===== src/rtl/hyper_mvblck_pkg.sv =====
// Shared types and constants for the DRAM-to-LSAB block mover.
//   state_t : mover FSM states
//   ADDR_W  : DRAM column address width
//   CNT_W   : requested/sent word count width
//   NEED_W  : fetched word count width (count plus odd-start word)
//   ANC_W   : ancillary word width
//   PAIR    : words returned per MCU request
package hyper_mvblck_pkg;
    localparam int ADDR_W = 9;
    localparam int CNT_W  = 6;
    localparam int NEED_W = 7;
    localparam int ANC_W  = 25;
    localparam int PAIR   = 2;

    typedef enum logic [1:0] {IDLE, REQ, DRAIN, DONE} state_t;
endpackage


===== src/rtl/hyper_lsab_full_sel.sv =====
// Selects the "almost full" flag of the LSAB section targeted by the job.
//   i_full : per-section full flags (bit n = section n)
//   i_sel  : section index
//   o_full : full flag of the selected section
module hyper_lsab_full_sel (
    input  logic [3:0] i_full,
    input  logic [1:0] i_sel,
    output logic       o_full
);
    assign o_full = i_full[i_sel];
endmodule


===== src/rtl/hyper_mvblck_frdram.sv =====
// Block mover: fetches a run of words from DRAM through the MCU in pairs and
// writes them into one section of the LSAB.
// Ports:
//   CLK, RST                 clock, synchronous active-high reset
//   LSAB_n_FULL              section n has fewer than 4 free slots
//   LSAB_WRITE/SECTION       LSAB write strobe and target section
//   LSAB_INT/ANCILL          block-end marker and ancillary word
//   START_ADDRESS..ANCILL_IN job parameters, latched on ISSUE in IDLE
//   COUNT_SENT, ABRUPT_STOP  result of the last job, held until next job ends
//   WORKING                  busy, delayed two cycles
//   MCU_COLL_ADDRESS/REQUEST_ACCESS  pair request to the MCU
//   MCU_WORD_VALID           one read word arrives this cycle
// Optional feature: define HYPER_MVBLCK_FRDRAM_INT_EN to flag the final write
// of a complete job with the latched IRQ and ancillary word.
module hyper_mvblck_frdram
    import hyper_mvblck_pkg::*;
(
    input  logic              CLK,
    input  logic              RST,
    input  logic              LSAB_0_FULL,
    input  logic              LSAB_1_FULL,
    input  logic              LSAB_2_FULL,
    input  logic              LSAB_3_FULL,
    output logic              LSAB_WRITE,
    output logic [1:0]        LSAB_SECTION,
    output logic              LSAB_INT,
    output logic [ANC_W-1:0]  LSAB_ANCILL,
    input  logic [ADDR_W-1:0] START_ADDRESS,
    input  logic [CNT_W-1:0]  COUNT_REQ,
    input  logic [1:0]        SECTION,
    input  logic [1:0]        DRAM_SEL,
    input  logic              ISSUE,
    input  logic              IRQ_IN,
    input  logic [ANC_W-1:0]  ANCILL_IN,
    output logic [CNT_W-1:0]  COUNT_SENT,
    output logic              WORKING,
    output logic              ABRUPT_STOP,
    output logic [ADDR_W-1:0] MCU_COLL_ADDRESS,
    output logic [1:0]        MCU_REQUEST_ACCESS,
    input  logic              MCU_WORD_VALID
);
    state_t              r_state, w_state_nxt;
    logic [ADDR_W-1:0]   r_addr;
    logic [CNT_W-1:0]    r_cnt;
    logic [1:0]          r_sect;
    logic [1:0]          r_dsel;
    logic [NEED_W-1:0]   r_need;
    logic [NEED_W-1:0]   r_issued;
    logic [NEED_W-1:0]   r_recv;
    logic [CNT_W-1:0]    r_written;
    logic                r_gap;      // odd REQ cycles are idle gaps between pair requests
    logic                r_abrupt;
    logic [CNT_W-1:0]    r_cnt_sent;
    logic                r_abrupt_stop;
    logic [1:0]          r_wk;

    logic                w_full, w_slot, w_req, w_active, w_accept, w_discard, w_write;
    logic [NEED_W-1:0]   w_recv_nxt, w_issued_nxt;

    hyper_lsab_full_sel u_full_sel (
        .i_full ({LSAB_3_FULL, LSAB_2_FULL, LSAB_1_FULL, LSAB_0_FULL}),
        .i_sel  (r_sect),
        .o_full (w_full)
    );

    assign w_active     = (r_state == REQ) || (r_state == DRAIN);
    assign w_slot       = (r_state == REQ) && !r_gap && (r_issued < r_need);
    assign w_req        = w_slot && !w_full;
    assign w_accept     = MCU_WORD_VALID && w_active;
    // Odd start: the pair's even word precedes the requested one and is dropped.
    assign w_discard    = r_addr[0] && (r_recv == '0);
    // Odd tail: the pair's last word lies beyond the requested run.
    assign w_write      = w_accept && !w_discard && (r_written != r_cnt);
    assign w_recv_nxt   = r_recv + {{(NEED_W-1){1'b0}}, w_accept};
    assign w_issued_nxt = r_issued + NEED_W'(PAIR);

    always_comb begin
        w_state_nxt = r_state;
        case (r_state)
            IDLE:  if (ISSUE) w_state_nxt = REQ;
            REQ: begin
                if (r_issued >= r_need)                 w_state_nxt = DRAIN;
                else if (w_slot && w_full)              w_state_nxt = DRAIN;
                else if (w_req && w_issued_nxt >= r_need) w_state_nxt = DRAIN;
            end
            DRAIN: if (w_recv_nxt == r_issued) w_state_nxt = DONE;
            DONE:  w_state_nxt = IDLE;
            default: w_state_nxt = IDLE;
        endcase
    end

    always_ff @(posedge CLK) begin
        if (RST) begin
            r_state       <= IDLE;
            r_addr        <= '0;
            r_cnt         <= '0;
            r_sect        <= '0;
            r_dsel        <= '0;
            r_need        <= '0;
            r_issued      <= '0;
            r_recv        <= '0;
            r_written     <= '0;
            r_gap         <= 1'b0;
            r_abrupt      <= 1'b0;
            r_cnt_sent    <= '0;
            r_abrupt_stop <= 1'b0;
            r_wk          <= '0;
        end else begin
            r_state <= w_state_nxt;
            r_wk    <= {r_wk[0], r_state != IDLE};
            if (r_state == IDLE && ISSUE) begin
                r_addr    <= START_ADDRESS;
                r_cnt     <= COUNT_REQ;
                r_sect    <= SECTION;
                r_dsel    <= DRAM_SEL;
                // An empty job fetches nothing, even from an odd start.
                r_need    <= (COUNT_REQ == '0) ? '0
                             : {1'b0, COUNT_REQ} + {{(NEED_W-1){1'b0}}, START_ADDRESS[0]};
                r_issued  <= '0;
                r_recv    <= '0;
                r_written <= '0;
                r_gap     <= 1'b0;
                r_abrupt  <= 1'b0;
            end
            if (r_state == REQ) begin
                r_gap <= ~r_gap;
                if (w_req) begin
                    r_issued <= w_issued_nxt;
                    r_addr   <= r_addr + ADDR_W'(PAIR);
                end
                if (w_slot && w_full) r_abrupt <= 1'b1;
            end
            if (w_accept) r_recv    <= w_recv_nxt;
            if (w_write)  r_written <= r_written + 1'b1;
            if (r_state == DONE) begin
                r_cnt_sent    <= r_written;
                r_abrupt_stop <= r_abrupt;
            end
        end
    end

    assign LSAB_WRITE         = w_write;
    assign LSAB_SECTION       = (r_state == IDLE && ISSUE && !RST) ? SECTION : r_sect;
    assign MCU_COLL_ADDRESS   = w_req ? {r_addr[ADDR_W-1:1], 1'b0} : '0;
    assign MCU_REQUEST_ACCESS = w_req ? r_dsel : 2'b00;
    assign COUNT_SENT         = r_cnt_sent;
    assign ABRUPT_STOP        = r_abrupt_stop;
    assign WORKING            = r_wk[1];

`ifdef HYPER_MVBLCK_FRDRAM_INT_EN
    logic              r_irq;
    logic [ANC_W-1:0]  r_anc;
    logic              w_last_wr;

    always_ff @(posedge CLK) begin
        if (RST) begin
            r_irq <= 1'b0;
            r_anc <= '0;
        end else if (r_state == IDLE && ISSUE) begin
            r_irq <= IRQ_IN;
            r_anc <= ANCILL_IN;
        end
    end

    assign w_last_wr   = w_write && !r_abrupt && ({1'b0, r_written} + 1'b1 == {1'b0, r_cnt});
    assign LSAB_INT    = w_last_wr && r_irq;
    assign LSAB_ANCILL = w_last_wr ? r_anc : '0;
`else
    logic w_unused_int;
    assign w_unused_int = ^{IRQ_IN, ANCILL_IN};
    assign LSAB_INT     = 1'b0;
    assign LSAB_ANCILL  = '0;
`endif
endmodule


===== config.mk =====
export PLATFORM = sky130hd
export DESIGN_NAME = hyper_mvblck_frdram
export DESIGN_NICKNAME = d
export VERILOG_FILES = /design/src/rtl/hyper_mvblck_pkg.sv /design/src/rtl/hyper_lsab_full_sel.sv /design/src/rtl/hyper_mvblck_frdram.sv
export SDC_FILE = /design/constraint.sdc
export NUM_CORES = 1
export LEC_CHECK = 0
export CAP_MARGIN = 20
export CELL_PAD_IN_SITES_DETAIL_PLACEMENT = 1
export CELL_PAD_IN_SITES_GLOBAL_PLACEMENT = 2
export CORE_MARGIN = 1.5
export CORE_UTILIZATION = 29
export CTS_CLUSTER_SIZE = 28
export DETAILED_ROUTE_END_ITERATION = 12
export PLACE_DENSITY = 0.9
export SYNTH_ARGS = -nofsm -noshare
export SYNTH_HDL_FRONTEND = slang
export SYNTH_SLANG_ARGS = --single-unit

===== constraint.sdc =====
create_clock -name CLK -period 3.5 [get_ports CLK]
set_input_delay 0.7 -clock CLK [delete_from_list [all_inputs] [get_ports CLK]]
set_output_delay 0.7 -clock CLK [all_outputs]
set_load 0.05 [all_outputs]

Yosys cells after proc, flatten, opt, wreduce, memory -nomap -nowiden:

Index checks and enable logic that the tools add are counted.

* reduce and logical (&&, ||, !) cells: 24
* mux-type cells: 27
* equal/unequal tests: 8
* $add $sub $neg: 5
* bitwise operators: 1
* $lt $le $gt $ge: 4

Operators by type and width (count)
* 2-to-1 mux 7 bit: 6
* 2-to-1 mux 9 bit: 4
* greater-or-equal comparator 7 bit: 2
* 2-to-1 mux 2 bit: 7
* 2-to-1 mux 6 bit: 2
* logical AND 1 bit: 11
* adder 9 x 2 -> 9 bit, second input constant: 1
* case mux 2 bit (4 select lines): 1
* nonzero test 2 bit: 4
* adder 6 x 1 -> 7 bit: 1
* adder 7 x 1 -> 7 bit: 1
* adder 7 x 2 -> 7 bit, second input constant: 1
* == test 7 bit: 1
* logical NOT 7 bit: 1
* less-than comparator 7 bit: 1
* adder 6 x 1 -> 6 bit, second input constant: 1
* logical NOT 6 bit: 1
* 2-to-1 mux 1 bit: 6
* != test 6 bit: 1
* == test 2 bit, second input constant: 2
* logical NOT 1 bit: 4
* != test 4 x 1 -> 1 bit, second input constant: 1
* less-than comparator 2 x 3 -> 1 bit, second input constant: 1
* AND reduction 3 bit: 1
* other kinds (7): 7

* flip-flop bits (word level): 59
* output and inout port bits: 48
* input port bits: 53
* logic and storage cells: 83

Depth between registers and ports, before layout:

Gate-level depths: netlist of the first run.

* depth in word-level cells: 9
* depth in mapped cells: 12
* mapped depth without buffers: 12

Cells and area by module:

Synthesis of the first run repeated with hierarchy kept, for this count alone.

* cells, all modules: 446
* area total of the unflattened synthesis: 3593.4 µm²

Modules (own cells, without submodules)
* hyper_mvblck_frdram: area each 3570.9 µm², times used 1, sequential area each 1181.1 µm², cells an instance 445
* hyper_lsab_full_sel: area each 22.5 µm², times used 1, sequential area each 0.0 µm², cells an instance 1

Worst setup path before layout of the first run:

No wires, ideal clock.

* path kind: input port to output port
* start point: input LSAB_3_FULL
* end point: output MCU_COLL_ADDRESS[3]
* arrival: 2.493 ns
* data required time: 2.800 ns
* buffers on the path: 1
* slack: 0.307 ns
* cell stages on the path: 4
* cell sequence: mux4_2 > a2111o_1 > buf_6 > nor2_1

* cells in the longest elaborated chain, start to end: 5

Ends and longest elaborated chain
* start, declared: line hyper_mvblck_frdram.sv:23 `input logic LSAB_3_FULL,`
* binary-select mux 1 bit (select 2 bit): line hyper_lsab_full_sel.sv:10 `assign o_full = i_full[i_sel];`
* 2-to-1 mux 1 bit (not written as such): line hyper_lsab_full_sel.sv:10
* logical NOT 1 bit: line hyper_mvblck_frdram.sv:68 `assign w_req = w_slot && !w_full;`
* logical AND 1 bit: line hyper_mvblck_frdram.sv:68
* 2-to-1 mux 9 bit: line hyper_mvblck_frdram.sv:144 `assign MCU_COLL_ADDRESS = w_req ? {r_addr[ADDR_W-1:1], 1'b0} : '0;`
* end, declared: line hyper_mvblck_frdram.sv:38 `output logic [ADDR_W-1:0] MCU_COLL_ADDRESS,`

Every way passes these cells. The select of a mux whose other input is x is not followed.

Worst setup path after layout of the first run:

* start point: input LSAB_3_FULL
* end point: output MCU_COLL_ADDRESS[6]

Same word-level chain as after synthesis.

==> results of run 1 <==
[per-layer routing]
metal  track usage [%]  part of all wire, %  wire (um)  vias to the layer above
li1                  -                    -          -                     1550
met3             1.694                  2.1        206                       19
met4             7.417                  2.4        229                        0
met2             29.60                   52       5065                       62
met1             17.41                   43       4186                     1530
met5                 0                    0          0                        -
[path summary, 6_finish.rpt]
kind | startpoint | end | depth (start not counted)
max reg2reg | r_issued[1]$_SDFF_PP0_ | r_state[1]$_SDFFE_PP0P_ | 10
min | r_wk[0]$_SDFF_PP0_ | r_wk[1]$_SDFF_PP0_ | 1
min reg2reg | r_wk[0]$_SDFF_PP0_ | r_wk[1]$_SDFF_PP0_ | 1
max | LSAB_3_FULL | MCU_COLL_ADDRESS[6] | 5
[power breakdown]
part	total [W]	switching (W)	internal, W	leakage, nW
sequential	0.000883	0.000108	0.000776	0.480
clock	0.000893	0.000310	0.000584	0.144
combinational	0.00125	0.000788	0.000460	1.16
total	0.00302	0.00120	0.00182	1.79
[critical path, stage by stage]
cell,delay (ns)
clkdlybuf4s50_1,0.40
mux4_2,0.55
a2111o_1,0.50
nor2_1,0.25
buf_12,0.17
[area by class of cell]
| class | instances | area (sq um) |
|---|---|---|
| fill | 1428 | 7523 |
| multi-input combinational | 340 | 2117 |
| sequential | 59 | 1181 |
| timing repair buffer | 53 | 628.1 |
| clock buffer | 11 | 252.7 |
| tap | 147 | 183.9 |
| inverter | 20 | 75.07 |
| clock inverter | 4 | 50.05 |
[cell families after synthesis]
family	count (synthesis)
xor+xnor	24
buf+inv	69
fa+ha+maj	26
compound gates	94
mux	15
simple gates	154
flops	59
other cells	1
[registers in the layout, indices dropped and copies added, names as in the netlist]
register,cells
r_sect,2
r_wk,2
r_gap,1
r_addr,9
r_abrupt,1
r_state,2
r_dsel,2
ABRUPT_STOP,1
r_recv,7
r_cnt,6
r_issued,7
r_need,7
r_written,6
COUNT_SENT,6
[cells in the mapped netlist (15+ instances only)]
cell / count
dfxtp_1: 59
nor2_1: 49
a21oi_1: 43
nand2_1: 42
buf_4: 27
ha_1: 26
inv_1: 19
o21ai_0: 19
clkbuf_1: 18
nand3_1: 15
[per-stage QoR]
stage	setup slack, ns	power [W]
2_1_floorplan	0.3068	0.001779
3_3_place_gp	0.2574	0.002069
3_5_place_dp	0.2046	0.002136
4_1_cts	0.2032	0.003057
5_1_grt	0.1023	0.003223
6_report	0.2189	0.003024
==> impl_metrics.py, run 1 <==
metrics = {
    "clock_network": {
        "post_cts_buffers": 0,
        "cts_buffer_depth": 2,
        "clockRootBuffer": "clkbuf_16",
        "cts_tree": "built",
        "cts_resized": 0,
        "holdBufCountCts": 0,
        "clkSinkCount": 59,
        "cts_max_level": 3,
        "cts_buffers": 9,
        "clk_latency_ns": 0.33,
        "clk_pin_slew_ns": 0.05,
    },
    "setup_path": {
        "worstSetupPathType": "in2out",
        "rrSetupSlack_ns": 0.47,
        "start_kind": "input pin",
        "crit_required_ns": 2.80,
        "worst-path-max-fanout": 5,
        "endpoint_kind": "output port",
        "worst-endpoint-arrival_ns": 2.58,
    },
    "pwr": {
        "leakage_nw": 1.786,
        "power_density_nw_per_um2": 673.9,
        "ir_drop_mv": 0.3019,
    },
    "routing": {
        "drt-pass1-iter-count": 4,
        "num_vias": 3161,
        "drt-vias-per-instance": 4.986,
        "detail-route-antenna-nets": 0,
        "route.detailed.drc": 0,
        "wl_per_cell_um": 15.28,
        "wirelength_um": 9688,
        "dr.first_iter.drc_count": 73,
    },
    "place": {
        "io_buffers": 47,
        "place_hpwl_um": 6983,
        "dp.cells": 619,
        "placed_area_sq_um": 4185,
        "gp_congestion": 0.8245,
    },
    "synthesis": {
        "synth_top_family_by_area": "simple AND/OR/NAND/NOR gates",
        "synth-simple-area-share_pct": 20.00,
        "synthTopCellsByArea": "dfxtp_1, ha_1, a21oi_1",
        "syn_avg_cell_area_sq_um": 8.096,
        "yosysSeqAreaShare_pct": 33.01,
        "muxShareOfSynthArea_pct": 4.615,
        "syn_inst": 442,
        "synth-seq-cells": 59,
        "synth_area_sq_um": 3578,
        "synth_top_cell_by_area": "dfxtp_1",
        "synth_top_area_share_pct": 33.01,
        "synthXorXnorAreaFrac_pct": 5.874,
        "synth_compound_area_share_pct": 16.75,
        "synth-main-ff-cell": "dfxtp_1",
        "synth_adder_area_share_pct": 9.091,
        "synthDistinctLibCells": 50,
        "synth_enable_flop_cells": 0,
        "yosys_warnings": 0,
        "async_flop_share_pct": 0,
    },
    "global_routing": {
        "grt_pass1_vias": 3322,
        "antenna_found_initial": 0,
        "grt_start_max_net_pins": 61,
        "grt.overflow.total": 0,
        "grt_usage_pct": 15.64,
        "grt_pass1_wl_um": 16110,
    },
    "die": {
        "die_area_sq_um": 13010,
        "io_pins": 101,
        "core_sq_um": 12010,
        "fp-row-count": 40,
        "die_h_um": 114.1,
        "initial_utilization_pct": 29.79,
        "die_w_um": 114.1,
    },
    "timing": {
        "fmax_ghz": 0.3048,
        "whs_ns": 0.4363,
        "maxSlewViolCount": 0,
        "skew_ns": 0.009735,
        "hold_viol": 0,
        "tightest_slew_ns": 0.6659,
        "rsz0062_at_grt": "no",
        "tns_ns": 0,
        "setup_viol": 0,
        "slew_headroom_pct": 55.60,
        "min_period_ns": 3.281,
        "post-route-period-util_pct": 93.75,
    },
    "finish": {
        "final_common_cell": "dfxtp_1",
        "diodes": 0,
        "post-route-util_pct": 37.36,
        "drive_above_1_share_pct": 9.035,
        "stdcell_area_sq_um": 4488,
        "area_delta_synth_final_pct": 25.42,
        "layout.cells.non_filler": 634,
        "final_nets": 562,
        "final_cell_mix": "dfxtp_1, nor2_1, a21oi_1",
    },
    "run": {
        "drv_cap": 0,
    },
    "min_path": {
        "hp-class": "reg2reg",
    },
    "outcome": {
        "status": "completed",
    },
}
Note: power is estimated with default switching activity, not from simulation.
==> inputs of run 2 (changes only) <==
SLEW_MARGIN = 20   (was not set)
==> results of run 2 <==
Final layout, timing and power as in run 1 (identical DEF).
